`config.mk`:
```
export PLATFORM = sky130hd
export DESIGN_NAME = fetch_pc_gen
export DESIGN_NICKNAME = d
export VERILOG_FILES = /design/src/rtl/fetch_pc_gen.sv
export SDC_FILE = /design/constraint.sdc
export NUM_CORES = 1
export LEC_CHECK = 0
export CAP_MARGIN = 20
export CORE_MARGIN = 5
export CORE_UTILIZATION = 40
export CTS_CLUSTER_DIAMETER = 100
export DETAILED_ROUTE_END_ITERATION = 16
export GPL_TIMING_DRIVEN = 1
export PLACE_DENSITY = 0.85
export SYNTH_ARGS = -nofsm -noshare
export SYNTH_HDL_FRONTEND = slang
export SYNTH_SLANG_ARGS = --single-unit
```
`constraint.sdc`:
```
create_clock -name clk_in -period 4 [get_ports clk_in]
set_input_delay 0.8 -clock clk_in [delete_from_list [all_inputs] [get_ports clk_in]]
set_output_delay 0.8 -clock clk_in [all_outputs]
set_load 0.005 [all_outputs]
```
`src/rtl/fetch_pc_gen.sv`:
```
// fetch_pc_gen: fetch-stage next-PC generator feeding the branch prediction unit.
// Owns the fetch PC, follows BPU predictions, and redirects on EXE mispredicts.
//
// Parameters: PC (PC width), RESET_PC (first fetch address), INC (sequential
// byte increment), CNT (performance counter width).
//
// Ports:
//   clk_in, rst_in            clock, synchronous active-high reset
//   stall_in                  downstream stall, holds the fetch PC
//   prediction_in             BPU taken prediction for fetch_pc_out
//   pred_target_in            BPU predicted target for fetch_pc_out
//   exe_valid_in/branch_in    EXE holds a valid branch/jump
//   exe_taken_in              resolved direction
//   exe_pc_in/new_pc_in       EXE instruction PC and resolved target
//   exe_pred_next_in          next PC predicted at fetch for that instruction
//   fetch_pc_out/valid_out    registered fetch PC and its valid flag
//   fetch_pred_next_out       combinational predicted next PC
//   flush_out                 registered one-cycle pipeline flush
//   write_pc_out              registered one-cycle BPU training write
//   br_count_out              resolved branch count
//   mispred_count_out         mispredicted branch count
//
// Optional feature: define PC_GEN_PERF_EN to build saturating performance
// counters; otherwise both counter outputs are tied to zero.

module fetch_pc_gen #(
    parameter int unsigned     PC       = 32,
    parameter logic [PC-1:0]   RESET_PC = '0,
    parameter int unsigned     INC      = 4,
    parameter int unsigned     CNT      = 32
) (
    input  logic          clk_in,
    input  logic          rst_in,
    input  logic          stall_in,
    input  logic          prediction_in,
    input  logic [PC-1:0] pred_target_in,
    input  logic          exe_valid_in,
    input  logic          exe_branch_in,
    input  logic          exe_taken_in,
    input  logic [PC-1:0] exe_pc_in,
    input  logic [PC-1:0] exe_new_pc_in,
    input  logic [PC-1:0] exe_pred_next_in,
    output logic [PC-1:0] fetch_pc_out,
    output logic          fetch_valid_out,
    output logic [PC-1:0] fetch_pred_next_out,
    output logic          flush_out,
    output logic          write_pc_out,
    output logic [CNT-1:0] br_count_out,
    output logic [CNT-1:0] mispred_count_out
);

    typedef enum logic [1:0] {
        ST_BOOT  = 2'd0,
        ST_RUN   = 2'd1,
        ST_FLUSH = 2'd2
    } state_e;

    state_e        state_q, state_d;
    logic [PC-1:0] pc_q, pc_d;
    logic          valid_q, valid_d;
    logic          flush_q, flush_d;
    logic          write_q, write_d;

    logic          exe_is_branch;
    logic          pred_taken;
    logic [PC-1:0] pred_next;
    logic [PC-1:0] actual_next;
    logic          mispredict;

    // BPU inputs only mean something while a real fetch is presented.
    assign pred_taken = prediction_in & valid_q;
    assign pred_next  = pred_taken ? {pred_target_in[PC-1:2], 2'b00}
                                   : PC'(pc_q + PC'(INC));

    assign exe_is_branch = exe_valid_in & exe_branch_in;
    assign actual_next   = exe_taken_in ? exe_new_pc_in
                                        : PC'(exe_pc_in + PC'(INC));
    assign mispredict    = exe_is_branch & (actual_next != exe_pred_next_in);

    // Next-state and next-output logic; mispredict outranks stall and prediction.
    always_comb begin
        state_d = state_q;
        pc_d    = pc_q;
        valid_d = valid_q;
        flush_d = 1'b0;
        write_d = 1'b0;

        if (mispredict) begin
            pc_d    = actual_next;
            valid_d = 1'b0;
            flush_d = 1'b1;
            state_d = ST_FLUSH;
        end else begin
            unique case (state_q)
                ST_BOOT: begin
                    state_d = ST_RUN;
                    valid_d = 1'b1;
                end
                ST_FLUSH: begin
                    state_d = ST_RUN;
                    valid_d = 1'b1;
                end
                ST_RUN: begin
                    if (!stall_in) begin
                        pc_d = pred_next;
                    end
                end
                default: begin
                    state_d = ST_BOOT;
                    valid_d = 1'b0;
                end
            endcase
        end

        // Train on every resolved taken branch once out of BOOT.
        write_d = (state_q != ST_BOOT) & exe_is_branch & exe_taken_in;
    end

    // State and output registers.
    always_ff @(posedge clk_in) begin
        if (rst_in) begin
            state_q <= ST_BOOT;
            pc_q    <= RESET_PC;
            valid_q <= 1'b0;
            flush_q <= 1'b0;
            write_q <= 1'b0;
        end else begin
            state_q <= state_d;
            pc_q    <= pc_d;
            valid_q <= valid_d;
            flush_q <= flush_d;
            write_q <= write_d;
        end
    end

    assign fetch_pc_out        = pc_q;
    assign fetch_valid_out     = valid_q;
    assign fetch_pred_next_out = pred_next;
    assign flush_out           = flush_q;
    assign write_pc_out        = write_q;

`ifdef PC_GEN_PERF_EN
    localparam logic [CNT-1:0] CNT_MAX = '1;

    logic [CNT-1:0] br_cnt_q, br_cnt_d;
    logic [CNT-1:0] mp_cnt_q, mp_cnt_d;

    // Saturating event counters.
    always_comb begin
        br_cnt_d = br_cnt_q;
        mp_cnt_d = mp_cnt_q;
        if (exe_is_branch && (br_cnt_q != CNT_MAX)) begin
            br_cnt_d = CNT'(br_cnt_q + CNT'(1));
        end
        if (mispredict && (mp_cnt_q != CNT_MAX)) begin
            mp_cnt_d = CNT'(mp_cnt_q + CNT'(1));
        end
    end

    always_ff @(posedge clk_in) begin
        if (rst_in) begin
            br_cnt_q <= '0;
            mp_cnt_q <= '0;
        end else begin
            br_cnt_q <= br_cnt_d;
            mp_cnt_q <= mp_cnt_d;
        end
    end

    assign br_count_out      = br_cnt_q;
    assign mispred_count_out = mp_cnt_q;
`else
    assign br_count_out      = '0;
    assign mispred_count_out = '0;
`endif

endmodule

```
### Word-level counts from Yosys, hierarchy flattened

Index checks and enable logic that the tools add are counted.

* add/sub/neg operators: 2
* multipliers: 0
* divide/modulo/power cells: 0
* magnitude comparators: 0
* equality and inequality tests: 5
* shifts and indexed selects: 0
* muxes and demuxes: 9
* bitwise gates (word level): 5
* reductions and logical operators: 6

Operator list (count)
* 32-bit 2-to-1 mux: 5
* 32-bit by 3-bit adder with 32-bit output (second input constant): 2
* 32-bit inequality test: 1
* 1-bit AND: 5
* 2-bit case mux with 2 select lines: 1
* 2-bit nonzero test: 2
* 2-bit OR reduction: 2
* 2-bit by 1-bit equality test with 1-bit output (second input constant): 1
* 2-bit equality test (second input constant): 1
* 2-bit logical NOT: 1
* 2-bit 2-to-1 mux: 1
* 2-bit by 1-bit inequality test with 1-bit output (second input constant): 1
* 2-bit inequality test (second input constant): 1
* 1-bit case mux with 2 select lines: 1
* 2-bit AND reduction: 1
* 1-bit 2-to-1 mux: 1

* register bits after elaboration: 37
* latch bits: 0
* RAM bits: 0
* ROM bits: 0
* input port bits: 135
* output and inout port bits: 131
* logic and storage cells: 33
* memories: 0

### Longest topological paths before layout

Gate-level depths: netlist of run 1.

* word-level depth: 6
* mapped depth: 14
* mapped depth without buffers: 10

### Least setup slack after synthesis of run 1

Ideal clock, no wire load.

* kind: input -> register
* start point: in exe_pc_in[5]
* end point: reg pc_q[16] (netlist: fetch_pc_out[16])
* library setup time: 142 ps
* arrival: 3206 ps
* data required time: 3858 ps
* slack: 653 ps
* cell stages on the path: 11
* path buffers: 2
* cell sequence: buf_2 nand4_1 nor4_2 and4_1 xor3_1 a2111oi_0 a41o_1 nand4_2 buf_6 a221oi_1 a311oi_1

* cells in the longest elaborated chain, start to end: 6
* elaborated cells on any way between the ends: 8
* those cells by class: add/sub: 1; eq/ne: 2; mux: 2; bitwise: 1; reduce/logical: 2

RTL lines
* start, declared: line 40 `input logic [PC-1:0] exe_pc_in,`
* 32-bit by 3-bit adder with 32-bit output *: line 77 `: PC'(exe_pc_in + PC'(INC));`
* 32-bit 2-to-1 mux *: line 76 `assign actual_next = exe_taken_in ? exe_new_pc_in`
* 32-bit inequality test: line 78 `assign mispredict = exe_is_branch & (actual_next != exe_pred_next_in);`
* 1-bit AND: line 78
* 2-bit by 1-bit inequality test with 1-bit output (no line) or 2-bit nonzero test (tied branches)
* 2-bit AND reduction (no line)
* end signal, assigned: line 129 `pc_q <= pc_d;`
* end, declared: line 59 `logic [PC-1:0] pc_q, pc_d;`

Every way passes the cells marked *; elsewhere a longest branch is shown, timed or not.
A chain may end at the register's enable or synchronous reset.

### Worst setup path after layout of run 1

* start point: reg pc_q[6] (netlist: fetch_pc_out[6])
* end point: out fetch_pred_next_out[29]

* cells in the longest elaborated chain, start to end: 2

RTL lines
* 32-bit by 3-bit adder with 32-bit output: line 73 `: PC'(pc_q + PC'(INC));`
* 32-bit 2-to-1 mux: line 72 `assign pred_next = pred_taken ? {pred_target_in[PC-1:2], 2'b00}`
* end, declared: line 45 `output logic [PC-1:0] fetch_pred_next_out,`

No other way between the ends.

==> results.toml, run 1 <==
[timing]
whs_ps = 479
layout_setup_ws_ps = 124
hold_violations = 0
setup_viol = 0
fin_crit_ps = 3880
fin_skew_ps = 3.51
drv_slew = 0
worstMarginPinSlew_ps = 1080
clock.fmax_ghz = 0.258
grt_setup_unrepaired = "false"
maxSlewHeadroom_pct = 27.7
period_share_pct = 96.9

[setup_path]
crit_fanout = 7
worst_path_max_delay_cell = "or3b_2"
cpMostUsedCell = "and3_1"
worst-setup-path-type = "flip-flop to primary output"
r2r_cells = 10
r2r-end = "fetch_pc_out[29]"
startpoint_type = "flip-flop"
path_cells = "and3_1 -> or3b_2 -> nor4_2 -> buf_4 -> and3_1 -> and3_1 -> xnor2_1 -> a21oi_1 -> clkdlybuf4s50_1"
crit_arrival_ps = 3080
endpoint_kind = "primary output"
cp-startpoint = "fetch_pc_out[6]"
r2r-start = "fetch_pc_out[6]"
slowest_delay_ps = 520
crit_end = "fetch_pred_next_out[29]"
cp.required_ps = 3200
rrSetupSlack_ps = 1380

[logic_synthesis]
synth_warnings = 0
synth_edf_count = 0
async_flop_share_pct = 0
synth_cell_type_count = 74
yosysSeqAreaShare_pct = 13.1
synthSimpleGateAreaFrac_pct = 27.1
syn_area_per_cell_um2 = 7.08
syn_area_mm2 = 0.00549
ys_ff_latch = 36
synth_area_leader_cell = "dfxtp_1"
synth_common_cells = "73 x a21oi_1, 70 x buf_4, 70 x nor2_1"
synthTopCellsByArea = "dfxtp_1 13%, buf_4 9.6%, xnor2_1 9.4%"
synth_top_family_by_area = "simple AND/OR/NAND/NOR gates"
synth.most_common_cell = "a21oi_1"
synthMuxAreaShare_pct = 4.58
synthAdderAreaFrac_pct = 0.456
netlist_instances = 776
synth-compound-area-share_pct = 25.0
netlist.area_leader.share_pct = 13.1
synthFlopType = "dfxtp_1"
synth_xor_area_share_pct = 14.5

[placement]
dp_slack_ps = -198
gp_congestion = 0.937
dpl_cell_area_mm2 = 0.00796
io_buffers = 199
dpl.hpwl_mm = 17.7

[clock_network]
clk_pin_slew_worst_paths_ps = 50
cts_tree = "yes"
clock_latency_ps = 280
clockRootBuffer = "clkbuf_16"
cts_max_level = 2
cts_sinks = 36
cts_setup_buffers = 0
clk_path_buf_depth = 2
cts_buffers = 5

[routing]
vias_per_cell = 5.53
drc = 0
drt_iter0_markers = 585
drt_wl_total_mm = 21.5
drtPass1Iterations = 7
ant_nets = 0
wl_met3_mm = 2.04
wl_met2_mm = 10.4
routedWlPerCell_um = 18.0
via_count = 6621
top_layer_used = "met4"
met1_length_mm = 8.72

[pwr]
peakVddDrop_mv = 0.132
powerDensity_mw_per_mm2 = 196
p_leak_uw = 0.00317

[finish]
final_area_mm2 = 0.00821
area_growth_pct = 49.6
drive_above_1_share_pct = 14.6
fillers = 1222
diodes = 0
nNetsFinal = 1157

[run]
cap_violations = 0

[floorplanning]
core_region_area_mm2 = 0.0133
io_pins = 266
die_x_um = 127
start_util_pct = 41.1
dieArea_mm2 = 0.0162
num_rows = 42
die_h_um = 127

[outcome]
outcome = "completed"

[global_route]
track_usage_pct = 24.4
grt-ovfl-total = 0
first_global_vias = 6004
antenna_found_initial = 0
grt_max_degree = 88
grt_pass1_wl_mm = 31.9

[hold_path]
hp-class = "flip-flop to flip-flop"
==> per-layer routing <==
layer  GRT usage [%]  vias up
li1                -     3203
met1            31.8     3043
met2            42.2      347
met3            4.22       28
met4            5.74        0
met5               0        -
==> cells in the final DEF (no fill, tap or decap), drive strengths merged, types with 6 or more instances in the layout <==
master,instances
conb,64
buf,97
nand2b,12
or4,6
and2,9
xor2,29
mux2i,15
clkbuf,7
o22a,7
a21oi,74
and4,13
xnor2,59
o2111ai,8
nand2,48
o22ai,16
mux2,9
dfxtp,36
nand4,18
and3,16
nor2b,6
a31oi,18
clkdlybuf4s50,198
nor4,11
nand3,33
nor3,14
inv,20
or3,6
nor2,70
o21ai,29
o32ai,8
==> final cells by class <==
class | count | area (µm²) | area share [%]
Timing Repair Buffer | 295 | 2770 | 33.7
Sequential cell | 36 | 727 | 8.85
Clock buffer | 7 | 153 | 1.86
Multi-Input combinational cell | 661 | 4230 | 51.5
Tap cell | 176 | 220 | 2.68
Clock inverter | 1 | 30.0 | 0.366
Inverter | 21 | 78.8 | 0.960
==> worst min path at each step <==
| stage | to | startpoint | depth (start not counted) |
|---|---|---|---|
| 4_1_cts | state_q[0] | state_q[1] | 1 |
| 3_3_place_gp | state_q[0] | state_q[1] | 1 |
| 5_1_grt | state_q[0] | state_q[1] | 1 |
| 6_report | state_q[0] | state_q[1] | 1 |
| 3_5_place_dp | state_q[0] | state_q[1] | 1 |
| 2_1_floorplan | state_q[0] | state_q[1] | 1 |
==> sequential cells by signal (all words and copies together), names as in the netlist <==
| register | flops |
|---|---|
| fetch_pc_out | 32 |
| flush_out | 1 |
| state_q | 2 |
| write_pc_out | 1 |
==> power by group <==
part / leakage, µW / switching [µW] / total, µW / internal (µW)
registers: 0.000297 / 35.1 / 418 / 383
clock network: 0.0000901 / 145 / 473 / 328
logic: 0.00278 / 330 / 718 / 388
total: 0.00317 / 510 / 1610 / 1100
==> kinds of logic after synthesis <==
kind of cell,after synthesis
and+or+nand+nor,275
AOI/OAI and AO/OA,206
buffers and inverters,143
xor gates and xnor gates,89
DFF,36
muxes,24
adders and majority gates,2
other,1
==> what timing repair did <==
action                     4_1_cts  5_1_grt
setup endpoints to repair        0       42
hold buffers                     0        0
hold endpoints to repair         0        0
resized for setup                0       16
==> through the flow <==
| stage | utilization [%] | instances | total power, µW | TNS (ps) |
|---|---|---|---|---|
| floorplan | - | 839 | 773 | 0 |
| global placement | 59.6 | 1188 | 1120 | -2330 |
| detailed placement | 59.6 | 1188 | 1130 | -4920 |
| CTS | 61.0 | 1196 | 1600 | 0 |
| global route | 61.5 | 1197 | 1690 | 0 |
| finish | 61.5 | 1197 | 1610 | 0 |
==> critical path: cells and delay by family, from the launching register on <==
kind / cells / cell delay, ps
simple gates: 5 / 1430
buf+inv: 2 / 730
flops: 1 / 410
compound gates: 1 / 150
xor+xnor: 1 / 90
No activity file was read; power rests on OpenSTA's default activity.
==> inputs of run 2 (changes only) <==
- CORE_ASPECT_RATIO: default -> 1.2
- CORE_UTILIZATION: 40 -> 42
- PLACE_DENSITY: 0.85 -> 0.89
==> run 2 against run 1 <==
  * Clock power down 18%
  * First-iteration DRC count up 7.0%
  * Flip-flop and latch count unchanged
  * Worst setup slack better by 31 ps
==> results.toml, run 2 (synthesized netlist as in run 1, its figures left out) <==
[setup_path]
startpoint_type = "input pin"
path_cells = "clkdlybuf4s50_1 -> ha_1 -> nand3_1 -> mux2i_1 -> a2111oi_1 -> o2111ai_1 -> nor4_1 -> buf_4 -> nor4b_4 -> and4_1 -> buf_12 -> o21ai_4 -> buf_4 -> o22ai_1"
worst-setup-path-type = "input pin to flip-flop"
cpMostUsedCell = "buf_4"
endpoint_kind = "flip-flop"
cp.required_ps = 4200
worst_path_max_delay_cell = "clkdlybuf4s50_1"
crit_arrival_ps = 4050
slowest_delay_ps = 520
crit_fanout = 16

[routing]
drt_iter0_markers = 626
drtPass1Iterations = 5
routedWlPerCell_um = 17.8
drt_wl_total_mm = 21.1
vias_per_cell = 5.55
ant_nets = 0
via_count = 6600
drc = 0

[finish]
layout_common_cells = "198 x clkdlybuf4s50_1, 96 x buf_4, 73 x a21oi_1"
largest_reg_flops = 32
area_growth_pct = 48.8
final_common_cell = "clkdlybuf4s50_1"
drive_above_1_share_pct = 14.9
final_area_mm2 = 0.00817
diodes = 0
nNetsFinal = 1161

[placement]
dpl_cell_area_mm2 = 0.00795
io_buffers = 199
dpl.hpwl_mm = 17.7
gp_congestion = 1.04

[timing]
whs_ps = 478
fin_skew_ps = 5.48
grt_setup_unrepaired = "true"
drv_slew = 0
worstMarginPinSlew_ps = 1060
setup_viol = 0
tns_ps = 0
hold_violations = 0
clock.fmax_ghz = 0.260
fin_crit_ps = 3850
maxSlewHeadroom_pct = 29.1
period_share_pct = 96.1

[clock_network]
clk_pin_slew_worst_paths_ps = 50
cts_buffers = 5
cts_sinks = 36
cts_tree = "yes"
cts_max_level = 2
clk_path_buf_depth = 2
clock_latency_ps = 280
clockRootBuffer = "clkbuf_16"

[outcome]
outcome = "completed"

[floorplanning]
start_util_pct = 43.1
die_x_um = 114
dieArea_mm2 = 0.0155
die_h_um = 135
core_region_area_mm2 = 0.0127
io_pins = 266
num_rows = 45

[pwr]
peakVddDrop_mv = 0.182
p_leak_uw = 0.00318
finalPower_uw = 1520
clkPwrFrac_pct = 25.5
p_int_uw = 1020
powerDensity_mw_per_mm2 = 186
combPwrFrac_pct = 46.9
p_sw_share_pct = 32.8
pwr-share-seq_pct = 27.6
power.switching_uw = 500

[global_route]
track_usage_pct = 25.5
first_global_vias = 6277
grt_max_degree = 52
grt_pass1_wl_mm = 31.8
antenna_found_initial = 0
grt-ovfl-total = 0

[hold_path]
hp-class = "flip-flop to flip-flop"

[run]
cap_violations = 0
run 2: cell type report:
cell class / count / area, µm²
flip-flops and latches: 36 / 729
fillers: 1122 / 4550
repair buffers: 300 / 2810
clock buffers: 8 / 146
well taps: 164 / 205
inverters: 21 / 78.8
multi-input cells: 660 / 4200
run 2: stage by stage:
step | instances | setup slack, ps | util, %
4_1_cts | 1185 | 103 | 63.7
6_report | 1189 | 155 | 64.2
3_3_place_gp | 1177 | -126 | 62.5
2_1_floorplan | 839 | 653 | -
5_1_grt | 1189 | -11.6 | 64.2
3_5_place_dp | 1177 | -193 | 62.5
run 2: what timing repair did:
action	CTS	global route
hold buffers	0	0
endpoints found under the setup margin	0	38
resized for setup	0	16
buffers inserted	0	4
run 2: power groups by stage:
stage,sequential [µW],combinational (µW),clock [µW]
global placement,424,694,0
floorplan,418,355,0
global route,424,767,409
detailed placement,426,703,0
finish,421,715,388
CTS,418,705,392
run 2: routing by layer:
layer	vias up	global-route usage, %	share of wire, %
met2	336	44.6	49
met5	-	0	0
met4	0	10.0	3.1
li1	3197	-	-
met3	42	3.13	7.7
met1	3025	31.6	40
run 2: path summary, 6_finish.rpt:
path	startpoint	to	slack (ps)	cells past startpoint
setup / recovery	exe_pc_in[2]	fetch_pc_out[20]	150	14
setup reg to reg	fetch_pc_out[4]	fetch_pc_out[29]	1520	9
hold reg to reg	state_q[1]	state_q[0]	480	1
hold / removal	state_q[1]	state_q[0]	480	1
run 2: worst max-delay path: cells and delay by family:
kind	cells	cell delay (ps)
buffers and inverters	4	1030
AOI/OAI and AO/OA	4	850
muxes	1	170
adders and majority gates	1	200
and+or+nand+nor	4	980
